### src/rtl/des_entry_ctrl.sv
// Key/data entry and cipher sequencing controller for the board-level DES flow.
// Optional feature macro DES_ENTRY_CHAIN_EN: go in RESULT re-runs the core on the result.
module des_entry_ctrl #(
  parameter int unsigned IN_W  = 16,
  parameter int unsigned WORDS = 4,
  parameter int unsigned SEL_W = 2
) (
  input  logic                    clk,
  input  logic                    rst,
  input  logic [IN_W-1:0]         user_input,
  input  logic                    send_n,
  input  logic                    back_n,
  input  logic                    go_n,
  input  logic                    mode,
  input  logic [SEL_W-1:0]        select_disp,
  output logic                    core_start,
  output logic                    core_decrypt,
  output logic [IN_W*WORDS-1:0]   core_key,
  output logic [IN_W*WORDS-1:0]   core_data,
  input  logic                    core_done,
  input  logic [IN_W*WORDS-1:0]   core_result,
  output logic [IN_W-1:0]         disp,
  output logic [2:0]              phase,
  output logic [SEL_W-1:0]        word_idx,
  output logic                    busy
);

  localparam int unsigned BW = IN_W * WORDS;
  localparam logic [SEL_W-1:0] LastIdx = SEL_W'(WORDS - 1);

  typedef enum logic [2:0] {
    StKeyEntry  = 3'd0,
    StKeyShow   = 3'd1,
    StDataEntry = 3'd2,
    StDataShow  = 3'd3,
    StRun       = 3'd4,
    StWaitCore  = 3'd5,
    StResult    = 3'd6
  } state_e;

  state_e            state_q, state_d;
  logic [SEL_W-1:0]  idx_q, idx_d;
  logic [BW-1:0]     key_q, key_d;
  logic [BW-1:0]     data_q, data_d;
  logic [BW-1:0]     result_q, result_d;
  logic              decrypt_q, decrypt_d;
  logic [IN_W-1:0]   disp_q, disp_d;
  logic              send_prev_q, back_prev_q, go_prev_q;
  logic              send_press_q, back_press_q, go_press_q;
  logic              do_send, do_back, do_go;

  // Selectors outside 0..WORDS-1 fall through to zero.
  function automatic logic [IN_W-1:0] chunk_of(input logic [BW-1:0] blk,
                                               input logic [SEL_W-1:0] sel);
    logic [IN_W-1:0] r;
    r = '0;
    for (int unsigned i = 0; i < WORDS; i++) begin
      if (sel == SEL_W'(i)) r = blk[i*IN_W +: IN_W];
    end
    return r;
  endfunction

  function automatic logic [BW-1:0] put_chunk(input logic [BW-1:0] blk,
                                              input logic [SEL_W-1:0] sel,
                                              input logic [IN_W-1:0] val);
    logic [BW-1:0] r;
    r = blk;
    for (int unsigned i = 0; i < WORDS; i++) begin
      if (sel == SEL_W'(i)) r[i*IN_W +: IN_W] = val;
    end
    return r;
  endfunction

  // One action per press; send beats back beats go.
  assign do_send = send_press_q;
  assign do_back = back_press_q & ~send_press_q;
  assign do_go   = go_press_q & ~send_press_q & ~back_press_q;

  always_ff @(posedge clk or negedge rst) begin
    if (!rst) begin
      send_prev_q  <= 1'b1;
      back_prev_q  <= 1'b1;
      go_prev_q    <= 1'b1;
      send_press_q <= 1'b0;
      back_press_q <= 1'b0;
      go_press_q   <= 1'b0;
    end else begin
      send_prev_q  <= send_n;
      back_prev_q  <= back_n;
      go_prev_q    <= go_n;
      send_press_q <= send_prev_q & ~send_n;
      back_press_q <= back_prev_q & ~back_n;
      go_press_q   <= go_prev_q & ~go_n;
    end
  end

  always_ff @(posedge clk or negedge rst) begin
    if (!rst) begin
      state_q   <= StKeyEntry;
      idx_q     <= '0;
      key_q     <= '0;
      data_q    <= '0;
      result_q  <= '0;
      decrypt_q <= 1'b0;
      disp_q    <= '0;
    end else begin
      state_q   <= state_d;
      idx_q     <= idx_d;
      key_q     <= key_d;
      data_q    <= data_d;
      result_q  <= result_d;
      decrypt_q <= decrypt_d;
      disp_q    <= disp_d;
    end
  end

  always_comb begin
    state_d   = state_q;
    idx_d     = idx_q;
    key_d     = key_q;
    data_d    = data_q;
    result_d  = result_q;
    decrypt_d = decrypt_q;
    disp_d    = '0;
    case (state_q)
      StKeyEntry: begin
        disp_d = user_input;
        if (do_send) begin
          key_d = put_chunk(key_q, idx_q, user_input);
          if (idx_q == LastIdx) begin
            state_d = StKeyShow;
            idx_d   = '0;
          end else begin
            idx_d = idx_q + SEL_W'(1);
          end
        end else if (do_back && idx_q != '0) begin
          idx_d = idx_q - SEL_W'(1);
        end
      end
      StKeyShow: begin
        disp_d = chunk_of(key_q, select_disp);
        if (do_send) begin
          state_d = StDataEntry;
          idx_d   = '0;
        end else if (do_back) begin
          state_d = StKeyEntry;
          idx_d   = LastIdx;
        end
      end
      StDataEntry: begin
        disp_d = user_input;
        if (do_send) begin
          data_d = put_chunk(data_q, idx_q, user_input);
          if (idx_q == LastIdx) begin
            state_d = StDataShow;
            idx_d   = '0;
          end else begin
            idx_d = idx_q + SEL_W'(1);
          end
        end else if (do_back) begin
          if (idx_q != '0) idx_d = idx_q - SEL_W'(1);
          else             state_d = StKeyShow;
        end
      end
      StDataShow: begin
        disp_d = chunk_of(data_q, select_disp);
        if (do_back) begin
          state_d = StDataEntry;
          idx_d   = LastIdx;
        end else if (do_go) begin
          // Mode latched on the launch edge so it is valid alongside core_start.
          state_d   = StRun;
          decrypt_d = mode;
        end
      end
      StRun: begin
        state_d = StWaitCore;
      end
      StWaitCore: begin
        if (core_done) begin
          result_d = core_result;
          state_d  = StResult;
        end
      end
      StResult: begin
        disp_d = chunk_of(result_q, select_disp);
        if (do_send) begin
          state_d = StDataEntry;
          idx_d   = '0;
        end else if (do_back) begin
          state_d = StKeyEntry;
          idx_d   = '0;
        end else if (do_go) begin
`ifdef DES_ENTRY_CHAIN_EN
          data_d    = result_q;
          decrypt_d = ~decrypt_q;
          state_d   = StRun;
`else
          state_d   = state_q;
`endif
        end
      end
      default: begin
        state_d = StKeyEntry;
        idx_d   = '0;
      end
    endcase
  end

  assign core_start   = (state_q == StRun);
  assign busy         = (state_q == StRun) || (state_q == StWaitCore);
  assign core_decrypt = decrypt_q;
  assign core_key     = key_q;
  assign core_data    = data_q;
  assign disp         = disp_q;
  assign phase        = state_q;
  assign word_idx     = idx_q;

endmodule

### config.mk
export PLATFORM = sky130hd
export DESIGN_NAME = des_entry_ctrl
export DESIGN_NICKNAME = d
export VERILOG_FILES = /design/src/rtl/des_entry_ctrl.sv
export SDC_FILE = /design/constraint.sdc
export NUM_CORES = 1
export LEC_CHECK = 0
export ABC_CLOCK_PERIOD_IN_PS = 6020
export CAP_MARGIN = 20
export CORE_MARGIN = 2
export CORE_UTILIZATION = 35
export CTS_BUF_LIST = sky130_fd_sc_hd__clkbuf_4 sky130_fd_sc_hd__clkbuf_8
export CTS_CLUSTER_DIAMETER = 30
export DETAILED_ROUTE_END_ITERATION = 8
export GPL_ROUTABILITY_DRIVEN = 0
export HOLD_SLACK_MARGIN = 0.02
export PLACE_DENSITY_LB_ADDON = 0.2
export SLEW_MARGIN = 20
export SYNTH_ARGS = -nofsm -noshare
export SYNTH_HDL_FRONTEND = slang
export SYNTH_SLANG_ARGS = --single-unit
### constraint.sdc
create_clock -name clk -period 6.02 [get_ports clk]
set_input_delay 0.903 -clock clk [delete_from_list [all_inputs] [get_ports clk]]
set_output_delay 0.903 -clock clk [all_outputs]
set_load 0.02 [all_outputs]
* Word-level counts from Yosys, hierarchy flattened *
Cells that the tools add are included.

storage, ports and cells
  register bits after elaboration = 220
  output and inout bits = 152
  word-level logic and storage cells = 114

cells by class
  add/sub/neg operators = 2
  reduce and logical (&&, ||, !) cells = 21
  multiplexer cells = 36
  equality and inequality tests = 23
  bitwise gates (word level) = 13

operators by type and width
  cell                   count
  $mux W16               12
  $pmux W16 S4           1
  $mux W3                11
  $reduce_and A3 Y1      9
  $ne A3 B3 Y1 const B   7
  $mux W2                10
  $pmux W3 S6            1
  $pmux W2 S6            1
  $eq A3 B3 Y1 const B   3
  $eq A2 B2 Y1 const B   4
  $reduce_and A8 Y1      1
  $not A1 Y1             7
  $and A1 B1 Y1          6
  $eq A3 B2 Y1 const B   2
  $ne A2 B2 Y1 const B   3
  $reduce_or A2 Y1       3
  $reduce_and A5 Y1      1
  $eq A2 B1 Y1 const B   2
  $logic_not A2 Y1       2
  $eq A3 B1 Y1 const B   1
  $logic_not A3 Y1       1
  $ne A3 B1 Y1 const B   1
  $add A2 B1 Y2 const B  1
  $reduce_and A2 Y1      1
  other kinds (4)        4

* Depth between registers and ports, before layout *
Gate-level depths: netlist of run 1.

  depth in word-level cells = 6
  mapped depth = 7

* Worst setup path after synthesis of run 1 *
Ideal clock, no wire load.

  kind = input -> register
  start point = in select_disp[0]
  end point = reg disp_q[5], in the netlist disp[5]
  stages = 5
  path slack = 3782 ps
  buffers on the path = 2
  data arrival time = 2114 ps
  cell sequence = buf_4 -> buf_2 -> mux4_2 -> a22oi_1 -> nand2_1

between the ends
  longest elaborated chain between the ends = 6
  elaborated cells between the ends (all ways) = 17

ends and longest elaborated chain
  item                    line  RTL
  start: declaration      15    input logic [SEL_W-1:0] select_disp,
  $logic_not A2 Y1        58    if (sel == SEL_W'(i)) r = blk[i*IN_W +: IN_W];
  $mux W16 (4 in a row)   58
  $pmux W16 S4 *          125   case (state_q)
  named net disp_d[5]     47    logic [IN_W-1:0] disp_q, disp_d;
  end signal: assignment  113   disp_q <= disp_d;
  end: declaration        47

Mark *: on every way through the listed nets, which the timed path passes. The rest lies on a longest branch.
A chain may end at the register's enable or synchronous reset.

* Final worst setup path of run 1 *
  start point = reg state_q[1], in the netlist phase[1]
  end point = out busy

between the ends
  longest elaborated chain between the ends = 2
  elaborated cells between the ends (all ways) = 3

ends and longest elaborated chain
  item                      line  RTL
  start: declaration        41    state_e state_q, state_d;
  start signal: assignment  99    state_q <= StKeyEntry;
  start signal: assignment  107   state_q <= state_d;
  $eq A3 B3 Y1              211   assign busy = (state_q == StRun) || (state_q == StWaitCore);
  $logic_or A1 B1 Y1 *      211
  end: declaration          25    output logic busy

Every way passes the cells marked *; elsewhere a longest branch is shown, timed or not.

==> results of run 1 <==
==> state kept, by name, summed over array words and instances (netlist names) <==
name	cells
back_press_q	1
back_prev_q	1
core_data	64
core_decrypt	1
core_key	64
disp	16
do_send	1
go_press_q	1
go_prev_q	1
phase	3
result_q	64
send_prev_q	1
word_idx	2
==> synthesized netlist by cell type (5+ instances only) <==
cell      instances
clkbuf_1         10
inv_1             5
nand2_2           8
nor2_1           10
dfrtp_1         217
buf_1            15
buf_6             9
mux2_2          194
mux4_2           48
nand2_1          22
buf_2            12
a22oi_1          32
==> per-layer routing <==
metal	global-route usage	routed length (µm)
met5	0	11
met2	0.318	13800
met3	0.0568	2280
met4	0.0626	736
met1	0.251	11500
==> logic make-up after synthesis <==
| kind of cell | Yosys count |
|---|---|
| compound gates | 49 |
| xor+xnor | 1 |
| fa+ha+maj | 4 |
| buf+inv | 55 |
| flops | 220 |
| mux | 244 |
| simple gates | 55 |
==> area by class of cell <==
| class | instances | area [µm²] |
|---|---|---|
| inverter | 5 | 18.8 |
| antenna | 2 | 5.00 |
| multi-input combinational | 353 | 4040 |
| clock inverter | 20 | 280 |
| clock buffer | 79 | 1030 |
| fill | 2396 | 13900 |
| tap | 378 | 473 |
| sequential | 220 | 5510 |
| timing repair buffer | 247 | 2460 |
==> stage by stage <==
stage               area [µm²]  instances  hold WS (ps)  power [µW]
global route             13800       1302           512        8460
floorplan                 9830        628           474        4410
global placement         12500       1202           484        5930
finish                   13800       1304           455        8030
CTS                      13800       1301           471        8120
detailed placement       12500       1202           490        5980
==> worst max-delay path, delay by kind of cell, from the launching register on <==
family | cells | cell delay (ps)
flip-flops | 1 | 580
AND/OR/NAND/NOR | 1 | 280
buffers and inverters | 2 | 800
==> power by group through the flow <==
stage	clock network, µW	logic [µW]	registers, µW
2_1_floorplan	0	1250	3150
3_3_place_gp	0	3190	2740
3_5_place_dp	0	3230	2750
4_1_cts	2150	3240	2730
5_1_grt	2240	3400	2820
6_report	2110	3200	2730
==> how the worst max path moves through the flow <==
stage / to / cells after the start / slack (ps) / from
CTS: busy / 3 / 2860 / phase[1]$_DFFE_PN0P_
global route: busy / 3 / 2750 / phase[2]$_DFFE_PN0P_
global placement: disp[4]$_DFF_PN0_ / 4 / 3070 / select_disp[0]
finish: busy / 3 / 2900 / phase[1]$_DFFE_PN0P_
floorplan: disp[5]$_DFF_PN0_ / 5 / 3780 / select_disp[0]
detailed placement: disp[4]$_DFF_PN0_ / 4 / 3080 / select_disp[0]
==> metrics.md, run 1 <==
| Metric | Value |
|---|---|
| Path depth of the worst reg2reg path | `2` |
| Die Span Y | `172 µm` |
| Synth cell types | `40` |
| Antenna violations before repair | `3` |
| Cell Rows | `61` |
| Logic pwr share | `0.398` |
| Tightest Hold Check Type | `in2async` |
| 1st-iter DRT viols | `368` |
| Worst Path Arrival | `2220 ps` |
| Synth Area in XOR/XNOR | `0.000891` |
| Clk Tree Root Cell | `clkbuf_8` |
| Post-Synthesis Cells | `628` |
| Final Setup Violations | `0` |
| Post-synthesis simple-gate area fraction | `0.0309` |
| Nets | `975` |
| Yosys top cell by area | `dfrtp_1` |
| Post-Place Setup Slack | `3080 ps` |
| Syn_nets | `721` |
| Slew at the pin closest to its max-slew limit | `1120 ps` |
| Crit end category | `output pin` |
| Final worst-path setup slack | `2900 ps` |
| Mapped Area | `0.00983 mm²` |
| Slew HR | `0.251` |
| Most common cell after layout, fill and taps aside | `clkdlybuf4s50_1` |
| Post-route minimum period | `3120 ps` |
| Port Buf Inserts | `240` |
| Finished Core Util | `0.499` |
| DRC violations left | `0` |
| RSZ-0062 raised after global routing | `no` |
| H-tree Lvls | `2` |
| EDFF count, synth | `0` |
| FF-to-FF End | `result_q[11]$_DFFE_PN0P_` |
| Max Freq | `320 MHz` |
| Final Hold Fails | `0` |
| Worst r2r src | `phase[0]$_DFFE_PN0P_` |
| Post-synthesis mux area share | `0.335` |
| FF+latch count, synth | `220` |
| Worst-path cell chain | `nand2b_1 > inv_1 > clkdlybuf4s50_1` |
| GRT Total Usage | `0.195` |
| Pleak | `0.00576 µW` |
| Synth area leaders | `dfrtp_1 55%, mux2_2 22%, mux4_2 11%` |
| Vias | `6519` |
| Adder-cell share of the synthesized area | `0.00509` |
| Max FO, Critical Path | `14` |
| Vias per cell | `5.00` |
| Commonest cells after routing, fill and taps aside | `237 x clkdlybuf4s50_1, 217 x dfrtp_1, 194 x mux2_2` |
| Final Max Slew Viols | `0` |
| Final Routed Wirelength | `28300 µm` |
| Kind of critical path | `reg2out` |
| Switching power | `2690 µW` |
| Maximum VDD drop | `0.258 mV` |
| P&R area growth vs syn | `40.6%` |
| Synth top area share | `0.552` |
| Int Power | `5340 µW` |
| Gr ovfl total | `0` |
| Worst Skew | `34.0 ps` |
| CTS tree | `done` |
| Sequential fraction of design power | `0.340` |
| DRT Pass-1 Iters | `4` |
| Hold buffer count at CTS | `0` |
| CP max-delay cell | `clkdlybuf4s50_1` |
| Clock Latency Late Sink | `570 ps` |
| Period utilization | `0.519` |
| Setup TNS | `0 ps` |
| Final ANT Viol Nets | `0` |
| Largest family of logic cells by synthesized area | `multiplexers` |
| Hpwl dp | `19000 µm` |
| Power Dens Cells | `581 mW/mm²` |
| Number of max-cap violations | `0` |
| Post-CTS Resized | `0` |
| Chip width | `172 µm` |
| Vias in the first global route | `6876` |
| Core ar. | `0.0277 mm²` |
| Die area | `0.0294 mm²` |
| Outcome | `finished clean` |
| Post-synthesis async set-or-reset flop share | `1.00` |
| Sequential cell area fraction in the yosys report | `0.560` |
| Compound-Gate Fraction of Synth Area | `0.0369` |
| Layout cells sized above 1 | `0.403` |
| CTS Buffer Depth | `3` |
| Syn_area_per_cell | `15.7 µm²` |
| Synth warnings | `0` |
| Clock power frac | `0.262` |
| Critical Path Source Type | `flop` |
| Worst-path clk slew | `50 ps` |
| Total CTS buffers | `55` |
| IO Pins | `241` |
| Starting Density | `0.355` |
| Largest net degree at the start of global routing | `118` |
| Switching portion of total power | `0.335` |
| CP peak stage delay | `630 ps` |
| R2R setup slack | `3480 ps` |
| Top FF cell, synth | `dfrtp_1` |
| First-pass GRT wire length | `42500 µm` |
| Critical Path RT | `5120 ps` |
| Routed WL per cell | `21.7 µm` |
| Post-CTS setup buffers | `0` |
| CTS Sinks | `220` |
Note: power is estimated with default switching activity, not from simulation.
==> inputs of run 2 (changes only) <==
- ABC_CLOCK_PERIOD_IN_PS: 6020 -> 3050
- clock period: 6.02 -> 3.05 ns (I/O delays scaled with it)
==> metrics.md, run 2 (synthesis gave the netlist of run 1 again) <==
| Metric | Value |
|---|---|
| DRC violations left | `0 (unchanged)` |
| Max FO, Critical Path | `14 (unchanged)` |
| Outcome | `finished clean (unchanged)` |
| Cell Rows | `61 (unchanged)` |
| Antenna violations before repair | `0 (was 3)` |
| Post-route cell area | `0.0138 mm² (about the same)` |
| Most common cell after layout, fill and taps aside | `clkdlybuf4s50_1 (unchanged)` |
| Post-CTS setup buffers | `0 (unchanged)` |
| Max Freq | `376 MHz` |
| H-tree Lvls | `2 (unchanged)` |
| Vias | `6524 (was 6519)` |
| Power Dens Cells | `1130 mW/mm² (was 581 mW/mm²)` |
| Logic pwr share | `0.411 (was 0.398)` |
| Routed WL per cell | `21.8 µm (was 21.7 µm)` |
| Switching power | `5350 µW (was 2690 µW)` |
| Final Setup Violations | `0 (unchanged)` |
| Pleak | `0.00574 µW (was 0.00576 µW)` |
| Fill cell count | `2434 (was 2396)` |
| CP max-delay cell | `dfrtp_1 (was clkdlybuf4s50_1)` |
| Clock power frac | `0.242 (was 0.262)` |
| Antenna cells | `0 (was 2)` |
| Die area | `0.0294 mm² (unchanged)` |
| Final ANT Viol Nets | `0 (unchanged)` |
| Worst-path clk slew | `50 ps (about the same)` |
| Worst-path cell chain | `nand2b_1 > inv_1 > clkdlybuf4s50_1 (unchanged)` |
| Post-route minimum period | `2660 ps` |
| First-pass GRT wire length | `43000 µm (was 42500 µm)` |
| Final Routed Wirelength | `28400 µm (was 28300 µm)` |
| Core ar. | `0.0277 mm² (unchanged)` |
| Int Power | `10200 µW (was 5340 µW)` |
| Starting Density | `0.355 (unchanged)` |
| Kind of critical path | `reg2out (unchanged)` |
| Worst Path Arrival | `2200 ps (was 2220 ps)` |
| Crit end category | `output pin (unchanged)` |
| IO Pins | `241 (unchanged)` |
| Dpl cells | `1207 (was 1202)` |
| Worst Skew | `20.5 ps (was 34.0 ps)` |
| DRT Pass-1 Iters | `4 (unchanged)` |
| Largest net degree at the start of global routing | `75 (was 118)` |
| Vias in the first global route | `6999 (was 6876)` |
| Critical Path RT | `2590 ps (was 5120 ps)` |
| Period utilization | `0.872` |
| GRT Total Usage | `0.196 (was 0.195)` |
| Critical Path Source Type | `flop (unchanged)` |
| Switching portion of total power | `0.344 (was 0.335)` |
| Final worst-path setup slack | `390 ps (was 2900 ps)` |
| Buf/Inv on CP | `2 (unchanged)` |
| Slew at the pin closest to its max-slew limit | `785 ps (was 1120 ps)` |
| CP top delay family | `buffers and inverters (unchanged)` |
| Slew HR | `0.476 (was 0.251)` |
| Clk Tree Root Cell | `clkbuf_8 (unchanged)` |
| Setup crit start | `phase[2]$_DFFE_PN0P_ (was phase[1]$_DFFE_PN0P_)` |
| Maximum VDD drop | `0.526 mV (was 0.258 mV)` |
| Final Hold Fails | `0 (unchanged)` |
| CTS Sinks | `220 (unchanged)` |
| P&R area growth vs syn | `40.3% (was 40.6%)` |
| Port Buf Inserts | `240 (unchanged)` |
| Worst hold slack | `341 ps (was 455 ps)` |
| Post-CTS Resized | `0 (unchanged)` |
| RSZ-0062 raised after global routing | `no (unchanged)` |
| Area after DPL | `0.0126 mm² (was 0.0125 mm²)` |
| CP peak stage delay | `660 ps (was 630 ps)` |
| Nets | `979 (was 975)` |
| R2R setup slack | `760 ps (was 3480 ps)` |
| Hpwl dp | `19200 µm (was 19000 µm)` |
| Sequential fraction of design power | `0.347 (was 0.340)` |
| Chip width | `172 µm (unchanged)` |
| Hold buffer count at CTS | `1 (was 0)` |
| Die Span Y | `172 µm (unchanged)` |
| 1st-iter DRT viols | `338 (was 368)` |
| Vias per cell | `5.00 (about the same)` |
| Total CTS buffers | `54 (was 55)` |
| Tightest Hold Check Type | `in2reg (was in2async)` |
| Number of max-cap violations | `0 (unchanged)` |
| Final Max Slew Viols | `0 (unchanged)` |
| Min-delay src | `send_n` |
| Post-Place Setup Slack | `772 ps (was 3080 ps)` |
| Layout cells sized above 1 | `0.403 (about the same)` |
| Clock Latency Late Sink | `560 ps (was 570 ps)` |
| CTS tree | `done (unchanged)` |
| Commonest cells after routing, fill and taps aside | `237 x clkdlybuf4s50_1, 217 x dfrtp_1, 194 x mux2_2 (unchanged)` |
| CTS Buffer Depth | `3 (unchanged)` |
| Gr ovfl total | `0 (unchanged)` |
| Worst r2r src | `phase[0]$_DFFE_PN0P_ (unchanged)` |
| Final std cells w/o fill | `1304 (unchanged)` |
| Setup TNS | `0 ps (unchanged)` |
==> run 2: final timing paths <==
check / endpoint / depth (start not counted)
setup reg to reg: core_decrypt$_DFFE_PN0P_ / 5
setup / recovery: busy / 3
max in group asynchronous: core_data[24]$_DFFE_PN0P_ / 3
hold / removal: send_prev_q$_DFF_PN1_ / 1
min in group asynchronous: phase[2]$_DFFE_PN0P_ / 2
hold reg to reg: result_q[51]$_DFFE_PN0P_ / 1
==> run 2: power by group through the flow <==
stage / clock network (µW) / logic [µW] / registers [µW]
floorplan: 0 / 2470 / 6220
global placement: 0 / 6350 / 5410
detailed placement: 0 / 6430 / 5410
CTS: 3870 / 6460 / 5380
global route: 4030 / 6780 / 5560
finish: 3760 / 6380 / 5380
==> run 2: final cells by class <==
cell class                 instances  area, µm²  area share
clock buffer                      75        963      0.0699
clock inverter                    21        215      0.0156
timing repair buffer             252       2570       0.186
multi-input combinational        353       4040       0.293
inverter                           5       18.8     0.00136
sequential                       220       5510       0.400
tap                              378        473      0.0343
==> run 2: metal layers <==
metal	part of all wire	GRT usage	vias up
met5	0	0	-
met3	0.082	0.0543	52
met4	0.029	0.0718	0
li1	-	-	2849
met1	0.41	0.251	3381
met2	0.48	0.319	242
==> run 2: per-stage QoR <==
stage                     utilization  power, µW
after global placement          0.455      11800
after global routing            0.498      16400
after CTS                       0.498      15700
final                           0.498      15500
after detailed placement        0.455      11800
after floorplan                     -       8700
==> inputs of run 3 (changes only) <==
- PLACE_DENSITY: not set -> 0.65
- PLACE_DENSITY_LB_ADDON: 0.2 -> not set
==> metrics.md, run 3 (synthesis gave the netlist of run 1 again) <==
| Metric | Value |
|---|---|
| Core ar. | `0.0277 mm² (unchanged)` |
| Routed WL per cell | `20.9 µm (was 21.8 µm)` |
| RSZ-0062 raised after global routing | `no (unchanged)` |
| Outcome | `finished clean (unchanged)` |
| P&R area growth vs syn | `41.9% (was 40.3%)` |
| Tightest Hold Check Type | `in2reg (unchanged)` |
| Period utilization | `0.888 (was 0.872)` |
| Antenna violations before repair | `0 (unchanged)` |
| Vias in the first global route | `6910 (was 6999)` |
| Final Max Slew Viols | `0 (unchanged)` |
| 1st-iter DRT viols | `261 (was 338)` |
| IO Pins | `241 (unchanged)` |
| Critical Path RT | `2590 ps (about the same)` |
| Pwr Total | `16000 µW (was 15500 µW)` |
| Final Hold Fails | `0 (unchanged)` |
| Total CTS buffers | `55 (was 54)` |
| Layout cells sized above 1 | `0.404 (was 0.403)` |
| First-pass GRT wire length | `41800 µm (was 43000 µm)` |
| Worst-path clk slew | `60 ps (was 50 ps)` |
| CTS Sinks | `220 (unchanged)` |
| Gr ovfl total | `0 (unchanged)` |
| DRC violations left | `0 (unchanged)` |
| Port Buf Inserts | `240 (unchanged)` |
| DRT Pass-1 Iters | `4 (unchanged)` |
| Vias per cell | `4.93 (was 5.00)` |
| CTS Buffer Depth | `3 (unchanged)` |
| Clock Latency Late Sink | `580 ps (was 560 ps)` |
| Dpl cells | `1207 (unchanged)` |
| Hold buffer count at CTS | `1 (unchanged)` |
| Hpwl dp | `18800 µm (was 19200 µm)` |
| Number of max-cap violations | `0 (unchanged)` |
| Final Setup Violations | `0 (unchanged)` |
| Commonest cells after routing, fill and taps aside | `237 x clkdlybuf4s50_1, 217 x dfrtp_1, 194 x mux2_2 (unchanged)` |
| Final ANT Viol Nets | `0 (unchanged)` |
| Final Routed Wirelength | `27300 µm (was 28400 µm)` |
| Post-CTS setup buffers | `0 (unchanged)` |
| Maximum VDD drop | `0.315 mV (was 0.526 mV)` |
| Max Freq | `369 MHz (was 376 MHz)` |
| Die area | `0.0294 mm² (unchanged)` |
| CTS tree | `done (unchanged)` |
| Slew at the pin closest to its max-slew limit | `812 ps (was 785 ps)` |
| Nets | `980 (was 979)` |
| Final std cells w/o fill | `1306 (was 1304)` |
| Cell Rows | `61 (unchanged)` |
| Largest net degree at the start of global routing | `78 (was 75)` |
| Chip width | `172 µm (unchanged)` |
| Worst Path Arrival | `2250 ps (was 2200 ps)` |
| Die Span Y | `172 µm (unchanged)` |
| Setup TNS | `0 ps (unchanged)` |
| Worst Skew | `20.3 ps (was 20.5 ps)` |
| Power Dens Cells | `1150 mW/mm² (was 1130 mW/mm²)` |
| H-tree Lvls | `2 (unchanged)` |
| Most common cell after layout, fill and taps aside | `clkdlybuf4s50_1 (unchanged)` |
| Max FO, Critical Path | `14 (unchanged)` |
| GRT Total Usage | `0.190 (was 0.196)` |
| Pleak | `0.00580 µW (was 0.00574 µW)` |
| Antenna cells | `0 (unchanged)` |
| Vias | `6439 (was 6524)` |
| Critical Path Source Type | `flop (unchanged)` |
| Post-route minimum period | `2710 ps (was 2660 ps)` |
| Post-CTS Resized | `0 (unchanged)` |
| Starting Density | `0.355 (unchanged)` |
| Kind of critical path | `reg2out (unchanged)` |
| Clk Tree Root Cell | `clkbuf_8 (unchanged)` |
| Crit end category | `output pin (unchanged)` |
| Slew HR | `0.459 (was 0.476)` |
run 3: final cells by class:
class | count | area, µm²
clock inverters | 26 | 380
fillers | 2424 | 13800
multi-input cells | 353 | 4040
well taps | 378 | 473
flip-flops and latches | 220 | 5510
repair buffers | 252 | 2570
clock buffers | 72 | 960
inverters | 5 | 18.8
run 3: final timing paths:
kind,endpoint,startpoint,slack (ps),cells past startpoint
worst max-delay path,busy,phase[2]$_DFFE_PN0P_,340,3
max in group asynchronous,core_data[11]$_DFFE_PN0P_,rst,1740,3
worst min-delay path,back_prev_q$_DFF_PN1_,back_n,320,1
worst min register to register,go_press_q$_DFF_PN0_,go_prev_q$_DFF_PN1_,490,1
worst max register to register,core_decrypt$_DFFE_PN0P_,phase[0]$_DFFE_PN0P_,710,5
min in group asynchronous,result_q[1]$_DFFE_PN0P_,rst,440,2
run 3: power by group:
group	total, µW	switching (µW)	internal (µW)
clock network	4280	1460	2820
logic	6390	2900	3490
registers	5350	1030	4320
run 3: stage by stage:
stage	setup WS (ps)	instance area, µm²	util	hold WS [ps]
floorplan	993	9830	-	162
global placement	783	12600	0.455	474
detailed placement	741	12600	0.455	473
global route	226	13900	0.503	296
CTS	322	13900	0.503	287
finish	341	13900	0.503	324
run 3: metal layers:
layer | global-route usage | wire length, µm | vias to the layer above
li1 | - | - | 2866
met1 | 0.256 | 12000 | 3313
met2 | 0.301 | 13100 | 212
met3 | 0.0469 | 1720 | 48
met4 | 0.0601 | 548 | 0
met5 | 0 | 0 | -
run 3: worst max-delay path: stages (launching register included):
cell and delay [ps]:
dfrtp_1 680, nand2b_1 180, inv_1 180, clkdlybuf4s50_1 630
